File: src/rtl/multicycle_sequencer_pkg.sv
// Shared types and constants for the multi-cycle control sequencer.
package seq_pkg;

    localparam int PC_W  = 32;
    localparam int CNT_W = 32;

    typedef enum logic [2:0] {
        ST_IDLE   = 3'd0,
        ST_FETCH  = 3'd1,
        ST_DECODE = 3'd2,
        ST_EXEC   = 3'd3,
        ST_MEM    = 3'd4,
        ST_WB     = 3'd5,
        ST_HALT   = 3'd6
    } state_t;

    localparam logic [6:0] OP_ALU_R  = 7'b0110011;
    localparam logic [6:0] OP_ALU_I  = 7'b0010011;
    localparam logic [6:0] OP_LOAD   = 7'b0000011;
    localparam logic [6:0] OP_STORE  = 7'b0100011;
    localparam logic [6:0] OP_BRANCH = 7'b1100011;

    typedef enum logic [2:0] {
        CL_ALU_R   = 3'd0,
        CL_ALU_I   = 3'd1,
        CL_LOAD    = 3'd2,
        CL_STORE   = 3'd3,
        CL_BRANCH  = 3'd4,
        CL_ILLEGAL = 3'd5
    } instr_class_t;

endpackage

File: src/rtl/multicycle_sequencer_if.sv
// Datapath handshake bundle between the sequencer (master) and the datapath (slave).
interface multicycle_sequencer_if;
    logic [31:0] instr;
    logic        mem_ready;
    logic        branch_taken;
    logic        ir_we;
    logic        pc_we;
    logic        pc_sel;
    logic        rf_we;
    logic        dmem_re;
    logic        dmem_we;

    modport master (
        input  instr, mem_ready, branch_taken,
        output ir_we, pc_we, pc_sel, rf_we, dmem_re, dmem_we
    );

    modport slave (
        output instr, mem_ready, branch_taken,
        input  ir_we, pc_we, pc_sel, rf_we, dmem_re, dmem_we
    );
endinterface

File: src/rtl/multicycle_sequencer_opcode_classifier.sv
// Combinational opcode -> instruction class map; unknown opcodes map to CL_ILLEGAL.
module opcode_classifier
    import seq_pkg::*;
(
    input  logic [6:0]   opcode,
    output instr_class_t cls
);

    // Decode the major opcode field.
    always_comb begin
        cls = CL_ILLEGAL;
        case (opcode)
            OP_ALU_R:  cls = CL_ALU_R;
            OP_ALU_I:  cls = CL_ALU_I;
            OP_LOAD:   cls = CL_LOAD;
            OP_STORE:  cls = CL_STORE;
            OP_BRANCH: cls = CL_BRANCH;
            default:   cls = CL_ILLEGAL;
        endcase
    end

endmodule

File: src/rtl/multicycle_sequencer.sv
// Multi-cycle control sequencer: FETCH/DECODE/EXEC/MEM/WB with one instruction in flight.
// Optional performance counters are built when SEQ_PERF_COUNTERS_EN is defined;
// otherwise cycle_count and instret are tied to zero with the same port list.
//
// state  | meaning
// IDLE   | out of reset, waiting for start
// FETCH  | capture instr into the instruction register
// DECODE | classify opcode, latch class (illegal -> HALT)
// EXEC   | ALU op, or branch resolve + retire
// MEM    | load/store request held until mem_ready
// WB     | register write-back + retire
// HALT   | stopped by halt_req or illegal opcode, waiting for start
module multicycle_sequencer
    import seq_pkg::*;
#(
    parameter int CNT_W = seq_pkg::CNT_W
) (
    input  logic                    clk,
    input  logic                    reset,
    input  logic                    start,
    input  logic                    halt_req,
    multicycle_sequencer_if.master  dp,
    output logic                    retire,
    output logic                    busy,
    output logic                    illegal,
    output logic [2:0]              state,
    output logic [CNT_W-1:0]        cycle_count,
    output logic [CNT_W-1:0]        instret
);

    state_t       state_q, state_d;
    instr_class_t class_q, class_d;
    logic         illegal_q, illegal_d;
    instr_class_t dec_class;

    logic ir_we, pc_we, pc_sel, rf_we, dmem_re, dmem_we;

    // Only the major opcode field steers the sequencer; the rest belongs to the datapath.
    logic unused_instr_hi;
    assign unused_instr_hi = ^dp.instr[31:7];

    opcode_classifier u_classifier (
        .opcode (dp.instr[6:0]),
        .cls    (dec_class)
    );

    // Moore strobe decode from state/class; pc_sel follows branch_taken in EXEC and
    // a store retires in the MEM cycle where mem_ready arrives.
    always_comb begin
        ir_we   = 1'b0;
        pc_we   = 1'b0;
        pc_sel  = 1'b0;
        rf_we   = 1'b0;
        dmem_re = 1'b0;
        dmem_we = 1'b0;
        retire  = 1'b0;
        case (state_q)
            ST_FETCH: ir_we = 1'b1;
            ST_EXEC: begin
                if (class_q == CL_BRANCH) begin
                    pc_we  = 1'b1;
                    pc_sel = dp.branch_taken;
                    retire = 1'b1;
                end
            end
            ST_MEM: begin
                if (class_q == CL_LOAD) begin
                    dmem_re = 1'b1;
                end else begin
                    dmem_we = 1'b1;
                    if (dp.mem_ready) begin
                        pc_we  = 1'b1;
                        retire = 1'b1;
                    end
                end
            end
            ST_WB: begin
                rf_we  = 1'b1;
                pc_we  = 1'b1;
                retire = 1'b1;
            end
            default: ;
        endcase
    end

    // Next-state, class latch and sticky illegal flag.
    always_comb begin
        state_d   = state_q;
        class_d   = class_q;
        illegal_d = illegal_q;
        case (state_q)
            ST_IDLE:   if (start) state_d = ST_FETCH;
            ST_FETCH:  state_d = ST_DECODE;
            ST_DECODE: begin
                class_d = dec_class;
                if (dec_class == CL_ILLEGAL) begin
                    illegal_d = 1'b1;
                    state_d   = ST_HALT;
                end else begin
                    state_d = ST_EXEC;
                end
            end
            ST_EXEC: begin
                if (class_q == CL_LOAD || class_q == CL_STORE) state_d = ST_MEM;
                else if (class_q == CL_BRANCH) state_d = halt_req ? ST_HALT : ST_FETCH;
                else state_d = ST_WB;
            end
            ST_MEM: begin
                if (dp.mem_ready) begin
                    if (class_q == CL_LOAD) state_d = ST_WB;
                    else state_d = halt_req ? ST_HALT : ST_FETCH;
                end
            end
            ST_WB:     state_d = halt_req ? ST_HALT : ST_FETCH;
            ST_HALT: begin
                if (start) begin
                    state_d   = ST_FETCH;
                    illegal_d = 1'b0;
                end
            end
            default:   state_d = ST_IDLE;
        endcase
    end

    // Sequencer state registers; reset drops any in-flight memory request.
    always_ff @(posedge clk or negedge reset) begin
        if (!reset) begin
            state_q   <= ST_IDLE;
            class_q   <= CL_ALU_R;
            illegal_q <= 1'b0;
        end else begin
            state_q   <= state_d;
            class_q   <= class_d;
            illegal_q <= illegal_d;
        end
    end

    assign busy       = (state_q != ST_IDLE) && (state_q != ST_HALT);
    assign illegal    = illegal_q;
    assign state      = state_q;
    assign dp.ir_we   = ir_we;
    assign dp.pc_we   = pc_we;
    assign dp.pc_sel  = pc_sel;
    assign dp.rf_we   = rf_we;
    assign dp.dmem_re = dmem_re;
    assign dp.dmem_we = dmem_we;

`ifdef SEQ_PERF_COUNTERS_EN
    logic [CNT_W-1:0] cycle_count_q, cycle_count_d;
    logic [CNT_W-1:0] instret_q, instret_d;

    // Free-running counters, wrap naturally at 2^CNT_W.
    always_comb begin
        cycle_count_d = cycle_count_q + CNT_W'(busy);
        instret_d     = instret_q + CNT_W'(retire);
    end

    // Counter registers, cleared only by reset.
    always_ff @(posedge clk or negedge reset) begin
        if (!reset) begin
            cycle_count_q <= '0;
            instret_q     <= '0;
        end else begin
            cycle_count_q <= cycle_count_d;
            instret_q     <= instret_d;
        end
    end

    assign cycle_count = cycle_count_q;
    assign instret     = instret_q;
`else
    assign cycle_count = '0;
    assign instret     = '0;
`endif

endmodule

File: src/flat_wrapper.sv
// flat-port wrapper written by rule: the top's interface ports become plain ports
module multicycle_sequencer_flat import seq_pkg::*;
#(
    parameter int CNT_W = seq_pkg::CNT_W
)
  (clk, reset, start, halt_req, retire, busy, illegal, state, cycle_count, instret, dp_instr, dp_mem_ready, dp_branch_taken, dp_ir_we, dp_pc_we, dp_pc_sel, dp_rf_we, dp_dmem_re, dp_dmem_we);
  multicycle_sequencer_if dp_i ();
  input  logic clk;
  input  logic reset;
  input  logic start;
  input  logic halt_req;
  output logic retire;
  output logic busy;
  output logic illegal;
  output logic [2:0] state;
  output logic [CNT_W-1:0] cycle_count;
  output logic [CNT_W-1:0] instret;
  input wire logic [$bits(dp_i.instr)-1:0] dp_instr;
  input wire logic [$bits(dp_i.mem_ready)-1:0] dp_mem_ready;
  input wire logic [$bits(dp_i.branch_taken)-1:0] dp_branch_taken;
  output wire logic [$bits(dp_i.ir_we)-1:0] dp_ir_we;
  output wire logic [$bits(dp_i.pc_we)-1:0] dp_pc_we;
  output wire logic [$bits(dp_i.pc_sel)-1:0] dp_pc_sel;
  output wire logic [$bits(dp_i.rf_we)-1:0] dp_rf_we;
  output wire logic [$bits(dp_i.dmem_re)-1:0] dp_dmem_re;
  output wire logic [$bits(dp_i.dmem_we)-1:0] dp_dmem_we;
  assign dp_i.instr = dp_instr;
  assign dp_i.mem_ready = dp_mem_ready;
  assign dp_i.branch_taken = dp_branch_taken;
  assign dp_ir_we = dp_i.ir_we;
  assign dp_pc_we = dp_i.pc_we;
  assign dp_pc_sel = dp_i.pc_sel;
  assign dp_rf_we = dp_i.rf_we;
  assign dp_dmem_re = dp_i.dmem_re;
  assign dp_dmem_we = dp_i.dmem_we;
  multicycle_sequencer #(.CNT_W(CNT_W)) u_core (.clk(clk), .reset(reset), .start(start), .halt_req(halt_req), .dp(dp_i), .retire(retire), .busy(busy), .illegal(illegal), .state(state), .cycle_count(cycle_count), .instret(instret));
endmodule
File: config.mk
export PLATFORM = sky130hd
export DESIGN_NAME = multicycle_sequencer_flat
export DESIGN_NICKNAME = d
export VERILOG_FILES = /design/src/rtl/multicycle_sequencer_pkg.sv /design/src/rtl/multicycle_sequencer_if.sv /design/src/rtl/multicycle_sequencer_opcode_classifier.sv /design/src/rtl/multicycle_sequencer.sv /design/src/flat_wrapper.sv
export SDC_FILE = /design/constraint.sdc
export NUM_CORES = 1
export LEC_CHECK = 0
export ABC_AREA = 1
export BUFFER_PORTS_ARGS = -buffer_cell sky130_fd_sc_hd__buf_2
export CORE_MARGIN = 5
export CORE_UTILIZATION = 38
export DETAILED_ROUTE_END_ITERATION = 6
export PLACE_DENSITY = 0.9
export SYNTH_ARGS = -nofsm -noshare
export SYNTH_HDL_FRONTEND = slang
export SYNTH_SLANG_ARGS = --single-unit
File: constraint.sdc
create_clock -name clk -period 2.2 [get_ports clk]
set_input_delay 0.11 -clock clk [delete_from_list [all_inputs] [get_ports clk]]
set_output_delay 0.11 -clock clk [all_outputs]
set_load 0.01 [all_outputs]
==> impl_metrics.env, run 1 <==
export IMPL_power_frac_clock_pct=13.1
export IMPL_mostFrequentLayoutCells="conb_1 (64), nand2_1 (25), buf_2 (24)"
export IMPL_clockBufferDepth=2
export IMPL_worstSetupPathDepth=6
export IMPL_ctsResizeCount=0
export IMPL_async_flop_share_pct=100.0
export IMPL_wl_per_cell_um=8.488
export IMPL_fmax_mhz=644.7
export IMPL_grt_pass1_vias=669
export IMPL_synth_edf_count=0
export IMPL_critPathSlowestCell="dfrtp_1"
export IMPL_syn_area_um2=1059
export IMPL_fillers=286
export IMPL_ant_nets=0
export IMPL_die_h_um=62.78
export IMPL_setup_viol=0
export IMPL_cts_root_buf="clkbuf_4"
export IMPL_hold_class="in2reg"
export IMPL_cap_violations=0
export IMPL_yosysWarnings=0
export IMPL_r2r_slack_ns=0.97
export IMPL_timing_hold_worst_path_depth=2
export IMPL_dpl_hpwl_um=1676
export IMPL_critPathTopFamily="flip-flops"
export IMPL_critPathArrivalTime_ns=1.44
export IMPL_synth_seq_cells=7
export IMPL_globalRouteOverflowTotal=0
export IMPL_vias=812
export IMPL_yosysSeqAreaShare_pct=16.55
export IMPL_power_per_cell_area_nw_per_um2=851.1
export IMPL_p_sw_w=0.0004410
export IMPL_grt_usage_pct=7.898
export IMPL_area_growth_syn_to_layout_pct=-5.319
export IMPL_grt_pass1_wl_um=2608
export IMPL_cpPeakStageDelay_ns=0.45
export IMPL_drv_slew=0
export IMPL_h_tree_depth=1
export IMPL_tns_ns=0
export IMPL_muxShareOfSynthArea_pct=0
export IMPL_ys_top_cells_by_area="buf_4 (46%), dfrtp_1 (17%), nand2_1 (8.9%), inv_1 (5.3%), nand3_1 (4.7%)"
export IMPL_routed_wl_um=1842
export IMPL_r2r_cells=7
export IMPL_cts_tree="yes"
export IMPL_leakage_nw=0.6699
export IMPL_path_clk_slew_ns=0.05
export IMPL_synth_top_family_by_area="buffers and inverters"
export IMPL_synth_fa_ha_area_share_pct=0
export IMPL_rsz0062_at_grt="no"
export IMPL_dr_pass1_iters=4
export IMPL_synth_xor_area_share_pct=0
export IMPL_drc=0
export IMPL_synth_compound_area_share_pct=6.147
export IMPL_p_total_w=0.0008529
export IMPL_crit_type="reg2out"
export IMPL_clock_latency_ns=0.24
export IMPL_postLayoutCoreUtil_pct=36.98
export IMPL_power_share_switching_pct=51.70
export IMPL_antenna_found_initial=0
export IMPL_ios=114
export IMPL_synthSimpleGateAreaFrac_pct=23.40
export IMPL_pwr_share_comb_pct=60.3
export IMPL_yosys_cell_types_count=21
export IMPL_drtIter0Drc=50
export IMPL_n_antenna_cell=0
export IMPL_yosysTopAreaCell="buf_4"
export IMPL_skew_ns=0.0001444
export IMPL_syn_avg_cell_area_um2=6.657
export IMPL_crit_path_start_kind="flip-flop"
export IMPL_finalCritPeriodShare_pct=70.50
export IMPL_portBuffers=24
export IMPL_final_hold_viol_count=0
export IMPL_clock_sinks=7
export IMPL_syn_instance_count=159
export IMPL_synth_top_area_share_pct=46.10
export IMPL_drt_vias_per_instance=3.742
export IMPL_crit_chain="nor2_2, nand2_2, a21oi_2, a21oi_1, o21ai_0, buf_2"
export IMPL_setup_ws_ns=0.6490
export IMPL_endpoint_kind="output port"
export IMPL_peakVddDrop_v=0.0004373
export IMPL_core_area_um2=2710
export IMPL_layout_commonest_cell="conb_1"
export IMPL_power_frac_seq_pct=26.6
export IMPL_rows=19
export IMPL_fin_crit_ns=1.551
export IMPL_ys_flop_type="dfrtp_1"
export IMPL_initial_utilization_pct=39.06
export IMPL_p_int_w=0.0004120
export IMPL_crit_path_max_fanout=6
export IMPL_gp_congestion=0.8859
export IMPL_grt_start_max_net_pins=8
export IMPL_final_nets=225
export IMPL_required_ns=2.09
export IMPL_path_buf_inv=1
export IMPL_status="finished, final reports clean"
export IMPL_cts_buffers=3
export IMPL_dp_slack_ns=0.9163
export IMPL_die_area_um2=3941
export IMPL_drive_above_1_share_pct=22.04
export IMPL_die_x_um=62.78
path summary, 6_finish.rpt:
| kind | start | endpoint |
|---|---|---|
| max in group asynchronous | reset | u_core.illegal$_DFFE_PN0P_ |
| min reg2reg | u_core.illegal$_DFFE_PN0P_ | u_core.illegal$_DFFE_PN0P_ |
| max | u_core.state[0]$_DFFE_PN0P_ | dp_pc_we |
| min | dp_instr[4] | u_core.class_q[1]$_DFFE_PN0N_ |
| min in group asynchronous | reset | u_core.class_q[2]$_DFFE_PN0N_ |
| max reg2reg | u_core.state[0]$_DFFE_PN0P_ | u_core.state[2]$_DFFE_PN0P_ |
synth_stat cells, types with 3 or more instances:
master / instances
o21ai_0: 3
inv_1: 15
dfrtp_1: 7
nand2_1: 25
nand3_1: 10
a21oi_1: 3
inv_2: 6
buf_4: 65
nor2_1: 10
nand2_2: 4
power by group through the flow:
stage	Clock, W	Sequential [W]	Combinational, W
after global routing	0.000128	0.000234	0.000579
after global placement	0	0.000226	0.000501
final	0.000112	0.000227	0.000514
after detailed placement	0	0.000230	0.000509
after floorplan	0	0.000234	0.000447
after CTS	0.000117	0.000227	0.000512
final cells by class:
| class | instances | area, um^2 | share of cell area [%] |
|---|---|---|---|
| Multi-Input combinational cell | 129 | 553.0 | 55.18 |
| Sequential cell | 7 | 175.2 | 17.48 |
| Timing Repair Buffer | 25 | 130.1 | 12.98 |
| Inverter | 21 | 78.83 | 7.865 |
| Tap cell | 31 | 38.79 | 3.870 |
| Clock buffer | 4 | 26.28 | 2.622 |
routing by layer:
metal  part of all wire [%]  track usage, %  up-vias
li1                       -               -      412
met1                     36           9.130      342
met2                     48           12.05       58
met3                     16           3.058        0
met4                      0           5.040        0
met5                      0               0        -
flip-flops by register name (all words and copies together) (netlist names):
signal,count
u_core.class_q,3
u_core.illegal,1
u_core.state,3
logic make-up (layout without fill, tap and decap cells):
kind of cell,Yosys count,in the layout
and+or+nand+nor,54,54
buffers and inverters,86,50
AOI/OAI and AO/OA,11,11
other,1,64
DFF,7,7
worst register-to-register path: cells and delay by family (launching register included):
family / cells / cell delay, ns
buf+inv: 1 / 0.10
simple gates: 5 / 0.46
compound gates: 1 / 0.11
flops: 1 / 0.45
through the flow:
stage | hold slack, ns | cells | instance area [um^2]
3_3_place_gp | -0.05799 | 212 | 965.9
4_1_cts | 0.05038 | 217 | 1002
6_report | 0.05832 | 217 | 1002
2_1_floorplan | -0.1856 | 222 | 1295
5_1_grt | 0.06019 | 217 | 1002
3_5_place_dp | -0.05168 | 212 | 965.9
timing repair:
action,4_1_cts,5_1_grt
setup buffers,0,0
hold endpoints to repair,7,0
hold buffers,1,0
Power figures use the tool's default switching activity.
==> run 2: changes to the inputs <==
- ABC_AREA: 1 -> 0
- CORE_UTILIZATION: 38 -> 32
- PLACE_DENSITY: 0.9 -> 0.81
- clock period: 2.2 -> 1.4 ns (I/O delays scaled with it)
==> run 2 against run 1 <==
  * Die area is 18% higher
  * Area after synthesis is 2.2% higher
  * Global-route usage is 0.23 points higher
  * Clock power is 62% higher
  * Final cell count is 1.4% lower
  * Critical path depth is 2 lower
  * The run now ends with setup timing left
  * Via count is 0.99% higher
  * Sequential share of layout area is 1.3 points lower
  * Register-to-register slack worse by 1.0 ns
  * Flip-flop and latch count stayed put
==> impl_metrics.env, run 2 <==
export IMPL_ios=114
export IMPL_crit_chain="or3b_4, o21ai_2, a32o_2, buf_2"
export IMPL_cap_violations=0
export IMPL_syn_area_um2=1082
export IMPL_h_tree_depth=1
export IMPL_power_share_switching_pct=47.28
export IMPL_drv_slew=0
export IMPL_power_per_cell_area_nw_per_um2=1541
export IMPL_die_x_um=68.16
export IMPL_wl_per_cell_um=9.893
export IMPL_crit_path_start_kind="flip-flop"
export IMPL_finalCritPeriodShare_pct=111.0
export IMPL_clock_sinks=7
export IMPL_drtIter0Drc=27
export IMPL_skew_ns=0.0006954
export IMPL_postLayoutCoreUtil_pct=33.22
export IMPL_rows=21
export IMPL_die_h_um=68.16
export IMPL_grt_usage_pct=8.132
export IMPL_muxShareOfSynthArea_pct=2.890
export IMPL_p_sw_w=0.0008011
export IMPL_setup_ws_ns=-0.1535
export IMPL_fmax_mhz=643.7
export IMPL_ys_flop_type="dfrtp_1"
export IMPL_path_buf_inv=1
export IMPL_endpoint_kind="output port"
export IMPL_async_flop_share_pct=100.0
export IMPL_cts_buffers=3
export IMPL_fin_crit_ns=1.554
export IMPL_power_frac_clock_pct=10.7
export IMPL_clockBufferDepth=2
export IMPL_synth_xor_area_share_pct=0.8092
export IMPL_syn_instance_count=138
export IMPL_yosysSeqAreaShare_pct=16.18
export IMPL_synthSimpleGateAreaFrac_pct=20.00
export IMPL_die_area_um2=4645
export IMPL_p_int_w=0.0008934
export IMPL_r2r_slack_ns=-0.05
export IMPL_cpPeakStageDelay_ns=0.44
export IMPL_critPathSlowestCell="or3b_4"
export IMPL_core_area_um2=3311
export IMPL_globalRouteOverflowTotal=0
export IMPL_violations="setup timing"
export IMPL_critPathTopFamily="simple AND/OR/NAND/NOR gates"
export IMPL_gp_congestion=0.8914
export IMPL_portBuffers=24
export IMPL_peakVddDrop_v=0.0004207
export IMPL_tns_ns=-0.5880
export IMPL_rsz0062_at_grt="yes"
export IMPL_yosys_cell_types_count=34
export IMPL_grt_start_max_net_pins=12
export IMPL_hold_class="in2reg"
export IMPL_setup_viol=6
export IMPL_dr_pass1_iters=4
export IMPL_leakage_nw=0.6064
export IMPL_synth_fa_ha_area_share_pct=0
export IMPL_initial_utilization_pct=32.69
export IMPL_vias=820
export IMPL_grt_pass1_wl_um=2849
export IMPL_path_clk_slew_ns=0.05
export IMPL_synthTopCellsByCount="buf_4 (66), dfrtp_1 (7), nand2_1 (7), nor2_1 (7), nand2b_1 (6)"
export IMPL_layout_commonest_cell="conb_1"
export IMPL_n_antenna_cell=0
export IMPL_grt_pass1_vias=654
export IMPL_synth_seq_cells=7
export IMPL_area_growth_syn_to_layout_pct=1.618
export IMPL_yosys_cell_count_top_type="buf_4"
export IMPL_synth_compound_area_share_pct=12.37
export IMPL_synth_top_area_share_pct=45.78
export IMPL_dpl_hpwl_um=1721
export IMPL_routed_wl_um=2117
export IMPL_synth_top_family_by_area="buffers and inverters"
export IMPL_drt_vias_per_instance=3.832
export IMPL_yosysTopAreaCell="buf_4"
export IMPL_cts_tree="yes"
export IMPL_synth_edf_count=0
export IMPL_yosysWarnings=0
export IMPL_status="finished, violations left"
export IMPL_clock_latency_ns=0.25
export IMPL_pwr_share_comb_pct=65.3
export IMPL_placed_area_um2=1013
export IMPL_final_hold_viol_count=0
export IMPL_ys_top_cells_by_area="buf_4 (46%), dfrtp_1 (16%), nand2b_1 (3.5%), nand2_1 (2.4%), nor2_1 (2.4%)"
export IMPL_drive_above_1_share_pct=26.79
export IMPL_required_ns=1.33
export IMPL_drc=0
export IMPL_crit_path_max_fanout=4
export IMPL_syn_avg_cell_area_um2=7.843
export IMPL_dp_slack_ns=0.05096
export IMPL_ant_nets=0
export IMPL_final_cell_area_um2=1100
export IMPL_final_nets=207
export IMPL_crit_type="reg2out"
export IMPL_mostFrequentLayoutCells="conb_1 (64), buf_2 (24), nor2_1 (7), nand2_1 (7), buf_4 (6)"
export IMPL_critPathArrivalTime_ns=1.48
export IMPL_power_frac_seq_pct=24.0
export IMPL_antenna_found_initial=0
export IMPL_cts_root_buf="clkbuf_4"
==> run 2: cell count changes after synthesis, sizes merged, moves of 2 or more <==
cell	change
a21oi	+2
a32o	+2
buf	+3
inv	-19
mux2i	+2
nand2	-23
nand2b	+6
nand3	-10
nand3b	+3
nor2	-4
nor2b	+2
or3b	+3
==> run 2: stage by stage <==
stage / hold WS (ns) / total power, W / std cells
after global routing: 0.1473 / 0.001851 / 214
after floorplan: -0.2256 / 0.001235 / 201
final: 0.1406 / 0.001694 / 214
after global placement: -0.09462 / 0.001358 / 206
after CTS: 0.1270 / 0.001657 / 214
after detailed placement: -0.09089 / 0.001372 / 206
==> run 2: power groups by stage <==
stage,Clock [W],Combinational [W],Sequential [W]
2_1_floorplan,0,0.000854,0.000382
4_1_cts,0.000191,0.00107,0.000393
5_1_grt,0.000209,0.00122,0.000422
3_3_place_gp,0,0.000957,0.000401
6_report,0.000181,0.00111,0.000407
3_5_place_dp,0,0.000968,0.000404
==> run 2: cell families (layout without fill, tap and decap cells) <==
logic type,count (synthesis),count (layout)
AO/OA/AOI/OAI,20,20
XOR/XNOR,1,1
buffers and inverters,70,37
multiplexers,3,3
other,1,64
flip-flops,7,7
AND/OR/NAND/NOR,36,36
==> run 2: area by class of cell <==
type / instances / area, um^2
multi-input cells: 124 / 655.6
clock buffers: 4 / 26.28
inverters: 2 / 7.507
fillers: 375 / 2211
flip-flops and latches: 7 / 177.7
repair buffers: 31 / 175.2
well taps: 46 / 57.56
==> run 2: worst paths after layout <==
| path | from | endpoint | depth (start not counted) |
|---|---|---|---|
| setup / recovery | u_core.class_q[0]$_DFFE_PN0N_ | retire | 4 |
| hold / removal | dp_instr[6] | u_core.class_q[2]$_DFFE_PN0N_ | 3 |
| setup reg to reg | u_core.class_q[0]$_DFFE_PN0N_ | u_core.state[1]$_DFFE_PN0P_ | 5 |
| hold reg to reg | u_core.illegal$_DFFE_PN0P_ | u_core.illegal$_DFFE_PN0P_ | 2 |
| max in group asynchronous | reset | u_core.state[1]$_DFFE_PN0P_ | 2 |
| min in group asynchronous | reset | u_core.state[0]$_DFFE_PN0P_ | 2 |
==> run 2: worst reg2reg max path, delay by kind of cell, from the launching register on <==
kind	cells	cell delay, ns
flip-flops	1	0.40
AND/OR/NAND/NOR	2	0.42
AO/OA/AOI/OAI	2	0.37
buffers and inverters	1	0.15
==> run 2: layer usage <==
metal  vias to the layer above  track usage (%)  share of wire (%)
li1                        390                -                  -
met1                       367            9.744                 37
met2                        61            12.39                 45
met3                         2            4.598                 17
met4                         0            2.233               0.52
met5                         -                0                  0
==> run 2: timing repair <==
item | in CTS | in global routing
pin swaps | 3 | 2
setup buffers | 3 | 0
hold buffers | 1 | 0
gates resized for setup | 3 | 6
hold endpoints to repair | 7 | 0
setup endpoints to repair | 5 | 10
==> run 3: changes to the inputs <==
--- a/constraint.sdc
+++ b/constraint.sdc
@@ -3,2 +3,2 @@
 set_output_delay 0.07 -clock clk [all_outputs]
-set_load 0.01 [all_outputs]
+set_load 0.05 [all_outputs]
==> run 3 against run 2 <==
  * Cell area is 13% higher
  * Critical path type unchanged
  * Non-clock buffer count is 6 higher
  * First-iteration DRC count is 100% higher
  * Global-route usage is 0.58 points higher
  * Worst setup slack worse by 0.062 ns
  * Clock power hardly changed
  * The flow still finishes with violations (setup timing)
  * Critical path depth is 1 lower
  * Sequential share of layout area is 1.7 points lower
  * Critical endpoint unchanged
  * Core utilization is 4.2 points higher
  * Power is 60% higher
  * Register-to-register slack better by 0.04 ns
  * Maximum frequency is 3.8% lower
  * Highest routed layer unchanged
==> impl_metrics.env, run 3 (synthesis results as in run 2) <==
export IMPL_drive_above_1_share_pct=32.18
export IMPL_power_per_cell_area_nw_per_um2=2189
export IMPL_fillers=362
export IMPL_cap_violations=0
export IMPL_violations="setup timing"
export IMPL_multi_input_area_um2=693.2
export IMPL_skew_ns=0.005588
export IMPL_wl_per_cell_um=10.05
export IMPL_path_clk_slew_ns=0.05
export IMPL_drv_slew=0
export IMPL_fmax_mhz=619.0
export IMPL_n_antenna_cell=0
export IMPL_rsz0062_at_grt="yes"
export IMPL_gp_congestion=0.9175
export IMPL_drtIter0Drc=55
export IMPL_crit_path_max_fanout=4
export IMPL_p_sw_w=0.001596
export IMPL_critPathSlowestCell="or3b_4"
export IMPL_layout_commonest_cell="conb_1"
export IMPL_setup_viol=6
export IMPL_globalRouteOverflowTotal=0
export IMPL_drt_vias_per_instance=3.745
export IMPL_h_tree_depth=1
export IMPL_vias=824
export IMPL_ios=114
export IMPL_final_nets=213
export IMPL_cts_root_buf="clkbuf_4"
export IMPL_crit_path_start_kind="flip-flop"
export IMPL_peakVddDrop_v=0.0004184
export IMPL_p_int_w=0.001113
export IMPL_power_share_switching_pct=58.92
export IMPL_critPathTopFamily="simple AND/OR/NAND/NOR gates"
export IMPL_endpoint_kind="output port"
export IMPL_pwr_share_comb_pct=77.1
export IMPL_die_area_um2=4645
export IMPL_clock_sinks=7
export IMPL_clockBufferDepth=2
export IMPL_power_frac_clock_pct=6.8
export IMPL_cts_buffers=3
export IMPL_hold_class="in2reg"
export IMPL_stdcell_count=220
export IMPL_dr_pass1_iters=3
export IMPL_worstReg2RegStart="u_core.class_q[0]$_DFFE_PN0N_"
export IMPL_crit_chain="or3b_4, a32o_2, buf_6"
export IMPL_grt_start_max_net_pins=13
export IMPL_final_hold_viol_count=0
export IMPL_dpl_hpwl_um=1768
export IMPL_dp_slack_ns=-0.02652
export IMPL_cts_tree="yes"
export IMPL_hp_start="dp_instr[6]"
export IMPL_core_area_um2=3311
export IMPL_status="finished, violations left"
export IMPL_grt_usage_pct=8.710
export IMPL_crit_type="reg2out"
export IMPL_regArea_um2=178.9
export IMPL_crit_start="u_core.class_q[1]$_DFFE_PN0N_"
export IMPL_grt_pass1_vias=706
export IMPL_fin_crit_ns=1.616
export IMPL_dp_cells=211
export IMPL_portBuffers=24
export IMPL_cpPeakStageDelay_ns=0.44
export IMPL_die_h_um=68.16
export IMPL_initial_utilization_pct=32.69
export IMPL_clock_latency_ns=0.25
export IMPL_power_frac_seq_pct=16.2
export IMPL_rows=21
export IMPL_mostFrequentLayoutCells="conb_1 (64), buf_2 (16), buf_4 (11)"
export IMPL_path_buf_inv=1
export IMPL_critPathArrivalTime_ns=1.55
export IMPL_drc=0
export IMPL_ant_nets=0
export IMPL_setup_ws_ns=-0.2156
export IMPL_routed_wl_um=2210
export IMPL_area_growth_syn_to_layout_pct=14.34
export IMPL_finalCritPeriodShare_pct=115.4
export IMPL_required_ns=1.33
export IMPL_antenna_found_initial=0
export IMPL_leakage_nw=0.6586
export IMPL_grt_pass1_wl_um=3029
export IMPL_die_x_um=68.16
==> run 3: cell types whose count changed in the layout (fill, tap and decap cells not counted), sizes merged <==
cell    previous run  this run
clkbuf             4         5
buf               30        35
==> run 3: stage by stage <==
| step | utilization, % | power, W | instance area, um^2 | TNS [ns] | hold WS, ns |
|---|---|---|---|---|---|
| after floorplan | - | 0.002070 | 1368 | -0.6181 | -0.2256 |
| after global placement | 32.84 | 0.002208 | 1087 | -0.01327 | -0.09252 |
| after detailed placement | 32.84 | 0.002238 | 1087 | -0.05986 | -0.08218 |
| after CTS | 35.75 | 0.002577 | 1184 | -0.8656 | 0.1354 |
| after global routing | 37.38 | 0.002879 | 1237 | -1.338 | 0.1617 |
| final | 37.38 | 0.002709 | 1237 | -0.8171 | 0.1458 |
==> run 3: power groups by stage <==
| stage | clock [W] | sequential, W | combinational [W] |
|---|---|---|---|
| 2_1_floorplan | 0 | 0.000542 | 0.00153 |
| 3_3_place_gp | 0 | 0.000423 | 0.00178 |
| 3_5_place_dp | 0 | 0.000433 | 0.00180 |
| 4_1_cts | 0.000192 | 0.000426 | 0.00196 |
| 5_1_grt | 0.000203 | 0.000456 | 0.00222 |
| 6_report | 0.000184 | 0.000438 | 0.00209 |
==> run 3: layout make-up <==
cell class	count	share of cell area (%)
Multi-Input combinational cell	124	56.02
Timing Repair Buffer	37	22.14
Sequential cell	7	14.46
Tap cell	46	4.651
Clock buffer	4	2.123
Inverter	2	0.6067
==> run 3: timing repair <==
item | 4_1_cts | 5_1_grt
buffers inserted | 1 | 4
gates cloned | 0 | 0
endpoints found under the hold margin | 7 | 0
endpoints found under the setup margin | 9 | 10
resized for setup | 16 | 9
pin swaps | 2 | 4
hold buffers | 1 | 0
==> run 3: worst paths after layout <==
check                                                endpoint  slack [ns]  cells past startpoint
worst min register to register     u_core.illegal$_DFFE_PN0P_        0.51                      2
worst max register to register    u_core.state[2]$_DFFE_PN0P_       -0.01                      5
worst max-delay path                                   retire       -0.22                      3
worst min-delay path            u_core.class_q[2]$_DFFE_PN0N_        0.15                      3
max in group asynchronous         u_core.state[0]$_DFFE_PN0P_        1.04                      2
min in group asynchronous         u_core.state[1]$_DFFE_PN0P_        0.18                      2
==> run 3: per-layer routing <==
layer | part of all wire (%) | vias up | GRT usage [%] | routed length, um
met5 | 0 | - | 0 | 0
li1 | - | 403 | - | -
met1 | 38 | 366 | 10.43 | 838
met4 | 0.86 | 0 | 2.978 | 19
met2 | 50 | 53 | 14.68 | 1105
met3 | 11 | 2 | 2.627 | 247
==> run 3: tightest hold or removal path, cell delays in order <==
cell and delay (ns):
buf_2 0.11, nor2_1 0.06, o21ai_1 0.11
